### src/rtl/y86_defs.sv
// Shared Y86-64 definitions for the decode slice.
//   - Instruction codes IHALT..IPOPQ
//   - Register identifiers: RNONE (no register) and RRSP (stack pointer)
//   - DATA_W: datapath width; NREG: number of architectural registers
//   - e_reg_t: packed layout of the E pipeline register
//   - E_BUBBLE: the nop image loaded into E on reset or bubble
package y86_defs;

  localparam int DATA_W = 64;
  localparam int NREG   = 15;

  localparam logic [3:0] IHALT   = 4'h0;
  localparam logic [3:0] INOP    = 4'h1;
  localparam logic [3:0] IRRMOVQ = 4'h2;
  localparam logic [3:0] IIRMOVQ = 4'h3;
  localparam logic [3:0] IRMMOVQ = 4'h4;
  localparam logic [3:0] IMRMOVQ = 4'h5;
  localparam logic [3:0] IOPQ    = 4'h6;
  localparam logic [3:0] IJXX    = 4'h7;
  localparam logic [3:0] ICALL   = 4'h8;
  localparam logic [3:0] IRET    = 4'h9;
  localparam logic [3:0] IPUSHQ  = 4'hA;
  localparam logic [3:0] IPOPQ   = 4'hB;

  localparam logic [3:0] RNONE = 4'hF;
  localparam logic [3:0] RRSP  = 4'h4;

  typedef struct packed {
    logic [3:0]        icode;
    logic [3:0]        ifun;
    logic [DATA_W-1:0] val_c;
    logic [DATA_W-1:0] val_a;
    logic [DATA_W-1:0] val_b;
    logic [3:0]        dst_e;
    logic [3:0]        dst_m;
    logic [3:0]        src_a;
    logic [3:0]        src_b;
  } e_reg_t;

  localparam e_reg_t E_BUBBLE = '{
    icode: INOP,
    ifun:  4'h0,
    val_c: '0,
    val_a: '0,
    val_b: '0,
    dst_e: RNONE,
    dst_m: RNONE,
    src_a: RNONE,
    src_b: RNONE
  };

endpackage

### src/rtl/y86_regfile.sv
// Y86-64 register file: 15 x DATA_W registers.
// Ports:
//   clock, reset       posedge clock, synchronous active-high reset (clears all registers)
//   src_a, src_b       read addresses; RNONE reads as 0
//   val_a, val_b       combinational read data (pre-write contents)
//   dst_e, val_e       write port E (ignored when dst_e is RNONE)
//   dst_m, val_m       write port M (ignored when dst_m is RNONE); wins over E on same index
module y86_regfile
  import y86_defs::*;
(
  input  logic              clock,
  input  logic              reset,
  input  logic [3:0]        src_a,
  input  logic [3:0]        src_b,
  output logic [DATA_W-1:0] val_a,
  output logic [DATA_W-1:0] val_b,
  input  logic [3:0]        dst_e,
  input  logic [DATA_W-1:0] val_e,
  input  logic [3:0]        dst_m,
  input  logic [DATA_W-1:0] val_m
);

  logic [DATA_W-1:0] regs [NREG];

  // Reset clears every register and drops any write in that cycle. The M
  // write is scheduled after the E write so that popq %rsp ends up with the
  // value loaded from memory rather than the incremented stack pointer.
  always_ff @(posedge clock) begin
    if (reset) begin
      for (int i = 0; i < NREG; i++) begin
        regs[i] <= '0;
      end
    end else begin
      if (dst_e != RNONE) begin
        regs[dst_e] <= val_e;
      end
      if (dst_m != RNONE) begin
        regs[dst_m] <= val_m;
      end
    end
  end

  assign val_a = (src_a == RNONE) ? '0 : regs[src_a];
  assign val_b = (src_b == RNONE) ? '0 : regs[src_b];

endmodule

### src/rtl/decode_stage.sv
// Y86-64 pipeline decode stage.
// Derives srcA/srcB/dstE/dstM from the D-register fields, reads the register
// file, optionally forwards from E/M/W, and loads the E pipeline register
// under stall/bubble control. The register file is instantiated here and
// written from the W stage.
// Ports:
//   clock, reset                 posedge clock, synchronous active-high reset
//   d_icode..d_valP              D-register outputs
//   e_dstE/e_valE, m_dstE/m_valE, m_dstM/m_valM, w_dstE/w_valE, w_dstM/w_valM
//                                forwarding sources; W pair also writes the regfile
//   e_stall, e_bubble            E register hold / nop insertion (bubble wins)
//   d_srcA, d_srcB               combinational source ids for hazard control
//   E_*                          E pipeline register outputs
// Configuration macro: DECODE_FORWARD_EN
//   defined   -> valA/valB come from the E/M/W forwarding chain
//   undefined -> valA/valB come from valP or the register file only
module decode_stage
  import y86_defs::*;
(
  input  logic              clock,
  input  logic              reset,
  input  logic [3:0]        d_icode,
  input  logic [3:0]        d_ifun,
  input  logic [3:0]        d_regA,
  input  logic [3:0]        d_regB,
  input  logic [DATA_W-1:0] d_valC,
  input  logic [DATA_W-1:0] d_valP,
  input  logic [3:0]        e_dstE,
  input  logic [DATA_W-1:0] e_valE,
  input  logic [3:0]        m_dstE,
  input  logic [DATA_W-1:0] m_valE,
  input  logic [3:0]        m_dstM,
  input  logic [DATA_W-1:0] m_valM,
  input  logic [3:0]        w_dstE,
  input  logic [DATA_W-1:0] w_valE,
  input  logic [3:0]        w_dstM,
  input  logic [DATA_W-1:0] w_valM,
  input  logic              e_stall,
  input  logic              e_bubble,
  output logic [3:0]        d_srcA,
  output logic [3:0]        d_srcB,
  output logic [3:0]        E_icode,
  output logic [3:0]        E_ifun,
  output logic [DATA_W-1:0] E_valC,
  output logic [DATA_W-1:0] E_valA,
  output logic [DATA_W-1:0] E_valB,
  output logic [3:0]        E_dstE,
  output logic [3:0]        E_dstM,
  output logic [3:0]        E_srcA,
  output logic [3:0]        E_srcB
);

  logic [3:0]        src_a;
  logic [3:0]        src_b;
  logic [3:0]        dst_e;
  logic [3:0]        dst_m;
  logic [DATA_W-1:0] rf_a;
  logic [DATA_W-1:0] rf_b;
  logic [DATA_W-1:0] sel_a;
  logic [DATA_W-1:0] sel_b;
  logic [DATA_W-1:0] val_a;
  e_reg_t            e_next;
  e_reg_t            e_q;

  y86_regfile u_regfile (
    .clock (clock),
    .reset (reset),
    .src_a (src_a),
    .src_b (src_b),
    .val_a (rf_a),
    .val_b (rf_b),
    .dst_e (w_dstE),
    .val_e (w_valE),
    .dst_m (w_dstM),
    .val_m (w_valM)
  );

  // Register-id derivation. Unlisted and unknown icodes use no registers,
  // so they never create hazards or writes.
  always_comb begin
    src_a = RNONE;
    src_b = RNONE;
    dst_e = RNONE;
    dst_m = RNONE;
    case (d_icode)
      IRRMOVQ: begin
        src_a = d_regA;
        dst_e = d_regB;
      end
      IIRMOVQ: begin
        dst_e = d_regB;
      end
      IRMMOVQ: begin
        src_a = d_regA;
        src_b = d_regB;
      end
      IMRMOVQ: begin
        src_b = d_regB;
        dst_m = d_regA;
      end
      IOPQ: begin
        src_a = d_regA;
        src_b = d_regB;
        dst_e = d_regB;
      end
      ICALL: begin
        src_b = RRSP;
        dst_e = RRSP;
      end
      IRET: begin
        src_a = RRSP;
        src_b = RRSP;
        dst_e = RRSP;
      end
      IPUSHQ: begin
        src_a = d_regA;
        src_b = RRSP;
        dst_e = RRSP;
      end
      IPOPQ: begin
        src_a = RRSP;
        src_b = RRSP;
        dst_e = RRSP;
        dst_m = d_regA;
      end
      default: begin
      end
    endcase
  end

  assign d_srcA = src_a;
  assign d_srcB = src_b;

`ifdef DECODE_FORWARD_EN
  // Forwarding: the youngest producer wins. Within M the memory result is
  // preferred, and within W the M port is preferred, matching the regfile's
  // own write priority. RNONE sources never match.
  always_comb begin
    sel_a = rf_a;
    if (src_a != RNONE) begin
      if (src_a == e_dstE)      sel_a = e_valE;
      else if (src_a == m_dstM) sel_a = m_valM;
      else if (src_a == m_dstE) sel_a = m_valE;
      else if (src_a == w_dstM) sel_a = w_valM;
      else if (src_a == w_dstE) sel_a = w_valE;
    end
  end

  always_comb begin
    sel_b = rf_b;
    if (src_b != RNONE) begin
      if (src_b == e_dstE)      sel_b = e_valE;
      else if (src_b == m_dstM) sel_b = m_valM;
      else if (src_b == m_dstE) sel_b = m_valE;
      else if (src_b == w_dstM) sel_b = w_valM;
      else if (src_b == w_dstE) sel_b = w_valE;
    end
  end
`else
  // Without forwarding the hazard unit stalls until writeback is done, so
  // the pipeline-stage values are not consulted here.
  logic unused_fwd;
  assign unused_fwd = ^{e_dstE, e_valE, m_dstE, m_valE, m_dstM, m_valM};
  assign sel_a = rf_a;
  assign sel_b = rf_b;
`endif

  // call and jXX carry the return / fall-through address down in valA.
  assign val_a = (d_icode == ICALL || d_icode == IJXX) ? d_valP : sel_a;

  always_comb begin
    e_next       = E_BUBBLE;
    e_next.icode = d_icode;
    e_next.ifun  = d_ifun;
    e_next.val_c = d_valC;
    e_next.val_a = val_a;
    e_next.val_b = sel_b;
    e_next.dst_e = dst_e;
    e_next.dst_m = dst_m;
    e_next.src_a = src_a;
    e_next.src_b = src_b;
  end

  // E pipeline register: reset and bubble both inject a nop; bubble beats stall.
  always_ff @(posedge clock) begin
    if (reset || e_bubble) begin
      e_q <= E_BUBBLE;
    end else if (!e_stall) begin
      e_q <= e_next;
    end
  end

  assign E_icode = e_q.icode;
  assign E_ifun  = e_q.ifun;
  assign E_valC  = e_q.val_c;
  assign E_valA  = e_q.val_a;
  assign E_valB  = e_q.val_b;
  assign E_dstE  = e_q.dst_e;
  assign E_dstM  = e_q.dst_m;
  assign E_srcA  = e_q.src_a;
  assign E_srcB  = e_q.src_b;

endmodule
### config.mk
export PLATFORM = sky130hd
export DESIGN_NAME = decode_stage
export DESIGN_NICKNAME = d
export VERILOG_FILES = /design/src/rtl/y86_defs.sv /design/src/rtl/y86_regfile.sv /design/src/rtl/decode_stage.sv
export SDC_FILE = /design/constraint.sdc
export NUM_CORES = 2
export LEC_CHECK = 0
export CAP_MARGIN = 10
export CORE_ASPECT_RATIO = 1.75
export CORE_MARGIN = 3
export CORE_UTILIZATION = 34
export DETAILED_ROUTE_END_ITERATION = 16
export GPL_TIMING_DRIVEN = 0
export PLACE_DENSITY_LB_ADDON = 0.1
export SETUP_SLACK_MARGIN = 0.3
export SLEW_MARGIN = 10
export SYNTH_ARGS = -nofsm -noshare
export SYNTH_HDL_FRONTEND = slang
export SYNTH_SLANG_ARGS = --single-unit
### constraint.sdc
create_clock -name clock -period 24.8 [get_ports clock]
set_input_delay 7.44 -clock clock [delete_from_list [all_inputs] [get_ports clock]]
set_output_delay 7.44 -clock clock [all_outputs]
set_load 0.1 [all_outputs]
# After elaboration in Yosys (flattened, before gate mapping)
# Memory sizes are Yosys's and may differ from the RTL's.
# Index checks and enable logic that the tools add are counted.
classes:
  add_sub_neg: 0
  n_mul: 0
  n_div: 0
  order_cmp: 0
  eq_ne: 14
  shifts: 0
  muxes: 21
  bitwise_logic: 0
  n_reduce_logical: 10
op_table:
  columns: ["op", "n"]
  rows:
  - ["64-bit two-way mux", 5]
  - ["64-bit OR reduction", 2]
  - ["4-bit == test, second input constant", 6]
  - ["4-bit case mux with 2 select lines", 3]
  - ["4-bit by 3-bit == test with 1-bit output, second input constant", 4]
  - ["4-bit two-way mux", 3]
  - ["1-bit two-way mux", 10]
  - ["4-bit by 2-bit == test with 1-bit output, second input constant", 2]
  - ["4-bit != test, second input constant", 2]
  - ["4-bit OR reduction", 2]
  - ["3-bit OR reduction", 2]
  - ["2-bit OR reduction", 2]
  - ["1-bit logical OR", 2]
word_totals:
  register_bits: 216
  latchBits: 0
  ram_bits: 960
  mem_bits_ro: 0
  inputBits: 488
  out_inout_bits: 224
  wordCells: 55
  mem_count: 1
memory_table:
  columns: ["name", "depth", "width", "read_ports", "rd_clocked_by_memory_dff", "wr", "line", "rtl"]
  rows:
  - ["u_regfile.regs", 15, 64, 2, 0, 15, "y86_regfile.sv:23", "logic [DATA_W-1:0] regs [NREG];"]

# Depth between registers and ports, before layout
logic_depth:
  depth_word: 6
  mapped_depth: 12

# Modules after synthesis
# A second synthesis with hierarchy kept.
unflattened:
  cells_unflattened: 4754
  hier_area_um2: 63075.5
modules_own_cells:
  columns: ["mod", "n_inst", "cells_per_inst", "area_each_um2", "seq_area_each_um2"]
  rows:
  - ["y86_regfile", 1, 3837, 54128.2, 28827.6]
  - ["decode_stage", 1, 917, 8947.3, 4324.1]

# Least setup slack after synthesis
# No wires, ideal clock.
synth_path:
  path_type: "input -> output"
  start: "in d_icode[3]"
  end: "out d_srcB[0]"
  arrival_ps: 9327
  required_ps: 17360
  path_slack_ps: 8033
  cell_stages: 6
  path_buffers: 3
  path_cell_list: "buf_4 -> nand2b_1 -> o31ai_2 -> inv_2 -> clkbuf_1 -> clkbuf_1"
synth_via:
  elab_chain_len: 3
  elab_cells_between_ends: 10
  cone_classes: "7 x eq/ne; 1 x mux; 2 x reduce/logical"
synth_rtl:
  columns: ["element", "line", "rtl"]
  rows:
  - ["start, declared", "decode_stage.sv:22", "input logic [3:0] d_icode,"]
  - ["4-bit == test / 4-bit by 3-bit == test with 1-bit output (equally long branches)", "decode_stage.sv:85", "case (d_icode)"]
  - ["4-bit OR reduction (no line) / 3-bit OR reduction (equally long branches)", null, null]
  - ["4-bit case mux with 2 select lines *", "decode_stage.sv:85", null]
  - ["end, declared", "decode_stage.sv:41", "output logic [3:0] d_srcB,"]
# Every way passes the cells marked *; elsewhere a longest branch is shown, timed or not.

# Worst setup path after layout
layout_path:
  start: "in d_icode[2]"
  end: "out d_srcB[1]"
# Same word-level chain as after synthesis.

==> impl_table.tex <==
\begin{tabular}{lr}
\hline
Metric & Value \\
\hline
\multicolumn{2}{l}{\textbf{Critical path}} \\
\quad Startpoint type of the worst setup path & input port \\
\quad Data required time at the worst endpoint & 17.36 ns \\
\quad Critical Path Max Stage Delay & 1.37 ns \\
\quad Slowest stage cell, crit path & sky130\_fd\_sc\_hd\_\_clkdlybuf4s50\_1 \\
\quad Cell count along the critical path & 8 \\
\quad Critical path startpoint & d\_icode[2] \\
\quad CP delay by family, top & buffers and inverters \\
\quad Crit-path cells & clkdlybuf4s50\_1 > nor2b\_4 > nand2\_1 > o21ai\_4 > inv\_2 > clkbuf\_1 > clkbuf\_1 > clkdlybuf4s50\_1 \\
\quad FF-to-FF setup slack & 22.85 ns \\
\quad Worst reg2reg startpoint & u\_regfile.regs[14][39]\$\_DFFE\_PP\_ \\
\quad Timing endpoint of the critical path & d\_srcB[1] \\
\quad Maximum fanout along the worst path & 10 \\
\quad Worst r2r dst & E\_valA[39]\$\_SDFFE\_PP0N\_ \\
\quad Worst Reg2Reg Path Length in Cells & 4 \\
\quad Worst Setup End Kind & output port \\
\quad Buffer and inverter count on the worst path & 5 \\
\quad Arr. time, crit path & around 12 ns \\
\quad Kind of critical path & in2out \\
\multicolumn{2}{l}{\textbf{Die}} \\
\quad Die H & between 500 and 600 um \\
\quad Effective utilization at floorplan & 34.3\% \\
\quad Number of primary I/O pins & 712 \\
\quad Die footprint & 194000 um2 \\
\quad DIE WIDTH & 335 um \\
\quad Number of core rows & 210 \\
\quad Std-Cell Core Area & 187000 um2 \\
\multicolumn{2}{l}{\textbf{Drt}} \\
\quad Aggregate routed wire length & 403 mm \\
\quad Number of vias per cell after detailed routing & 7.13 \\
\quad Vias & 62019 \\
\quad DRC violation count after routing & 0 \\
\quad Post-detailed-route wirelength per cell & 46.4 um \\
\quad Detailed-router iteration count before antenna repair & 6 \\
\quad Iteration-0 DRC count of the detailed router & 9538 \\
\quad Final antenna-violating net count & 0 \\
\multicolumn{2}{l}{\textbf{STA}} \\
\quad Final worst path period need & 19.52 ns \\
\quad Setup Viol. Count Final & 0 \\
\quad Worst Max-Slew Pin Slew & 1.56 ns \\
\quad Final Hold Fails & 0 \\
\quad Setup skew after layout & about 0.039 ns \\
\quad Fmax & 51.2 MHz \\
\quad Total negative slack & 0 ns \\
\quad Unrepaired setup endpoints after global routing & no \\
\quad Rel. slew slack & -3.83\% \\
\quad Final worst path period share & 78.7\% \\
\quad Number of pins with negative max-slew slack in the final report & 31 \\
\multicolumn{2}{l}{\textbf{Clock network}} \\
\quad Cell at the root of the clock tree & sky130\_fd\_sc\_hd\_\_clkbuf\_16 \\
\quad Number of buffers created by CTS & 141 \\
\quad \# H-tree levels & 4 \\
\quad CTS hold repair buffers & 0 \\
\quad Clock transition at the registers of the reported paths & 0.06 ns \\
\quad Clock tree from TritonCTS & built \\
\quad Number of buffers added for setup after CTS & 0 \\
\quad Clock sink total & 1240 \\
\quad Worst-skew pair later-pin latency & 0.83 ns \\
\quad Maximum count of clock buffers along a single path & 4 \\
\quad Post-CTS resize count & 0 \\
\multicolumn{2}{l}{\textbf{Placement}} \\
\quad GP Congestion & 1.03 \\
\quad Number of port buffers & approximately 500 \\
\quad DP Cell Count & 8428 \\
\quad HPWL after DPL & 288 mm \\
\multicolumn{2}{l}{\textbf{Logic synthesis}} \\
\quad Area fraction of the dominant cell type after synthesis & 47.9\% \\
\quad Ys async rst share & 0\% \\
\quad Flip-flop and latch count after synthesis & 1240 \\
\quad Post-synth design cell area & 64300 um2 \\
\quad Number of enable-type register cells in the synthesized netlist & 1024 \\
\quad Distinct cell type count after synthesis & 70 \\
\quad Synthesized netlist cell count & 5369 \\
\quad Leading register cell type out of synthesis & sky130\_fd\_sc\_hd\_\_edfxtp\_1 \\
\quad Top cells by area in the synthesized netlist & sky130\_fd\_sc\_hd\_\_edfxtp\_1 (48\%), sky130\_fd\_sc\_hd\_\_a22o\_1 (13\%), sky130\_fd\_sc\_hd\_\_dfxtp\_1 (6.7\%) \\
\quad Yosys Warn Count & 0 \\
\quad Sequential fraction of the synthesis area & 54.6\% \\
\quad Post-Synthesis Mean Instance Area & 12.0 um2 \\
\quad Top cell type by total area after synthesis & sky130\_fd\_sc\_hd\_\_edfxtp\_1 \\
\multicolumn{2}{l}{\textbf{Power}} \\
\quad Net switching power & 1.74 mW \\
\quad Internal power component & 3.91 mW \\
\quad Clock share of power & between 30 and 40\% \\
\quad Switching share of power & 30.8\% \\
\quad Sum of internal, switching and leakage power & 5.65 mW \\
\quad Lkg Pwr & 27.1 nW \\
\quad Part of the power in registers & 44.3\% \\
\quad Share of power burned in combinational logic & 17.2\% \\
\quad Max VDD drop & about 0.044 mV \\
\quad P per Cell Area & 72.0 nW/um2 \\
\multicolumn{2}{l}{\textbf{Global routing}} \\
\quad Initial antenna violation count & 29 \\
\quad Number of global-route vias before repair & around 60000 \\
\quad Wire length of the first global-routing pass & 527 mm \\
\quad Largest net degree at the start of global routing & 37 \\
\quad Grt total ovfl & 0 \\
\quad Total routing resource utilization after global routing & 40.0\% \\
\multicolumn{2}{l}{\textbf{Flow run}} \\
\quad MaxCap Viol Count & 3 \\
\multicolumn{2}{l}{\textbf{Run status}} \\
\quad Failing checks & max-capacitance violations, max-slew violations \\
\quad Result of the run & finished with violations \\
\multicolumn{2}{l}{\textbf{Final layout}} \\
\quad Layout cells sized above 1 & 9.73\% \\
\quad Fin cells & 8695 \\
\quad Area grow syn2layout & 22.2\% \\
\quad Post-layout util & 41.9\% \\
\quad Nets & $\sim$6600 \\
\multicolumn{2}{l}{\textbf{Hold path}} \\
\quad Hold crit path type & reg2reg \\
\hline
\end{tabular}
## worst register-to-register path, cell delays in order, from the launching register on
cell and delay [ns]:
sky130_fd_sc_hd__edfxtp_1 0.35, sky130_fd_sc_hd__a221oi_1 0.08, sky130_fd_sc_hd__o21ai_0 0.96, sky130_fd_sc_hd__o2111ai_1 0.25, sky130_fd_sc_hd__o22ai_1 0.22
## cells by family (layout without fill, tap and decap cells)
logic type / Yosys count / count (layout) / synth area share (%)
compound gates: 2206 / 2206 / 27.1
flops: 1240 / 1240 / 54.6
buf+inv: 794 / 1598 / 4.88
simple gates: 760 / 760 / 5.24
mux: 368 / 368 / 8.15
other cells: 1 / 85 / 0.00584
## state kept, by name, summed over array words and instances, names as in the netlist
register,cells
E_dstE,4
E_dstM,4
E_icode,4
E_ifun,4
E_srcA,4
E_srcB,4
E_valA,64
E_valB,64
E_valC,64
u_regfile.regs,1024
## final cells by class
class / instances / area (um2)
buffer: 782 / 3160
fill: 17866 / 109000
clock buffer: 183 / 3860
multi-input combinational: 3398 / 26500
tap: 2438 / 3050
inverter: 12 / 45.0
timing repair buffer: 559 / 6180
clock inverter: 62 / 648
antenna: 21 / 52.6
sequential: 1240 / 35100
## stage by stage
step / hold WS [ns] / instance area, um2 / setup WS, ns
after detailed placement: 0.450 / 74000 / 5.47
after global routing: 0.475 / 78500 / 5.30
final: 0.452 / 78600 / 5.28
after floorplan: 0.559 / 64500 / 8.03
after global placement: 0.447 / 72600 / 3.34
after CTS: 0.458 / 78500 / 5.47
## how the worst min path moves through the flow
stage	start	end	slack [ns]	cells after the start
after detailed placement	E_valB[30]$_SDFFE_PP0N_	E_valB[30]$_SDFFE_PP0N_	0.45	2
after global placement	E_valB[42]$_SDFFE_PP0N_	E_valB[42]$_SDFFE_PP0N_	0.45	2
final	E_valB[30]$_SDFFE_PP0N_	E_valB[30]$_SDFFE_PP0N_	0.45	2
after global routing	E_valB[60]$_SDFFE_PP0N_	E_valB[60]$_SDFFE_PP0N_	0.47	2
after CTS	E_valB[30]$_SDFFE_PP0N_	E_valB[30]$_SDFFE_PP0N_	0.46	2
after floorplan	u_regfile.regs[12][60]$_DFFE_PP_	E_valB[60]$_SDFFE_PP0N_	0.56	2
## power by group through the flow
stage | logic (mW) | registers [mW] | clock network, mW
6_report | 0.971 | 2.51 | 2.18
5_1_grt | 0.973 | 2.51 | 2.24
4_1_cts | 0.928 | 2.50 | 2.17
3_5_place_dp | 0.926 | 2.54 | 0
3_3_place_gp | 0.894 | 2.56 | 0
2_1_floorplan | 0.378 | 2.61 | 0
## Yosys cell counts, types with 2 or more instances
cell type / count
sky130_fd_sc_hd__nand2b_1: 10
sky130_fd_sc_hd__clkbuf_1: 611
sky130_fd_sc_hd__buf_1: 59
sky130_fd_sc_hd__nor2b_1: 5
sky130_fd_sc_hd__nand4_1: 39
sky130_fd_sc_hd__mux2i_1: 243
sky130_fd_sc_hd__o21ai_0: 125
sky130_fd_sc_hd__buf_6: 2
sky130_fd_sc_hd__buf_2: 108
sky130_fd_sc_hd__o22ai_1: 256
sky130_fd_sc_hd__dfxtp_1: 216
sky130_fd_sc_hd__nand3b_1: 2
sky130_fd_sc_hd__a211oi_1: 64
sky130_fd_sc_hd__a311o_1: 2
sky130_fd_sc_hd__o31ai_2: 2
sky130_fd_sc_hd__nand2_1: 441
sky130_fd_sc_hd__a22o_1: 960
sky130_fd_sc_hd__buf_4: 2
sky130_fd_sc_hd__nand3_1: 6
sky130_fd_sc_hd__a21oi_1: 37
sky130_fd_sc_hd__o2111ai_1: 63
sky130_fd_sc_hd__o21ai_1: 91
sky130_fd_sc_hd__a22oi_1: 65
sky130_fd_sc_hd__a221oi_1: 311
sky130_fd_sc_hd__mux4_2: 124
sky130_fd_sc_hd__a2111oi_0: 37
sky130_fd_sc_hd__a311oi_1: 65
sky130_fd_sc_hd__inv_1: 4
sky130_fd_sc_hd__or3b_2: 2
sky130_fd_sc_hd__inv_2: 8
sky130_fd_sc_hd__nor3_2: 9
sky130_fd_sc_hd__nor3_1: 19
sky130_fd_sc_hd__nor3b_1: 2
sky130_fd_sc_hd__o211ai_1: 43
sky130_fd_sc_hd__nor2_1: 133
sky130_fd_sc_hd__edfxtp_1: 1024
sky130_fd_sc_hd__a31oi_1: 40
sky130_fd_sc_hd__nor4_2: 3
sky130_fd_sc_hd__or3_1: 15
sky130_fd_sc_hd__and3_1: 63
sky130_fd_sc_hd__o221ai_1: 29
## per-layer routing
layer  share of wire, %  GRT usage (%)  up-vias
met4                 11           36.7       22
li1                   -              -    23573
met2                 44           62.2     5742
met5              0.050              0        -
met3                 12           11.9     1913
met1                 33           43.8    30769
## cell usage in the layout, fill, tap and decap left out, types with 130 or more instances in the layout
cell type / synthesis / routed
sky130_fd_sc_hd__nand2_1: 441 / 441
sky130_fd_sc_hd__mux2i_1: 243 / 243
sky130_fd_sc_hd__clkbuf_16: 0 / 145
sky130_fd_sc_hd__clkbuf_1: 611 / 598
sky130_fd_sc_hd__nor2_1: 133 / 130
sky130_fd_sc_hd__a22o_1: 960 / 960
sky130_fd_sc_hd__dfxtp_1: 216 / 216
sky130_fd_sc_hd__a221oi_1: 311 / 311
sky130_fd_sc_hd__edfxtp_1: 1024 / 1024
sky130_fd_sc_hd__o22ai_1: 256 / 256
sky130_fd_sc_hd__clkdlybuf4s50_1: 0 / 502
(Power assumes the default switching activity.)
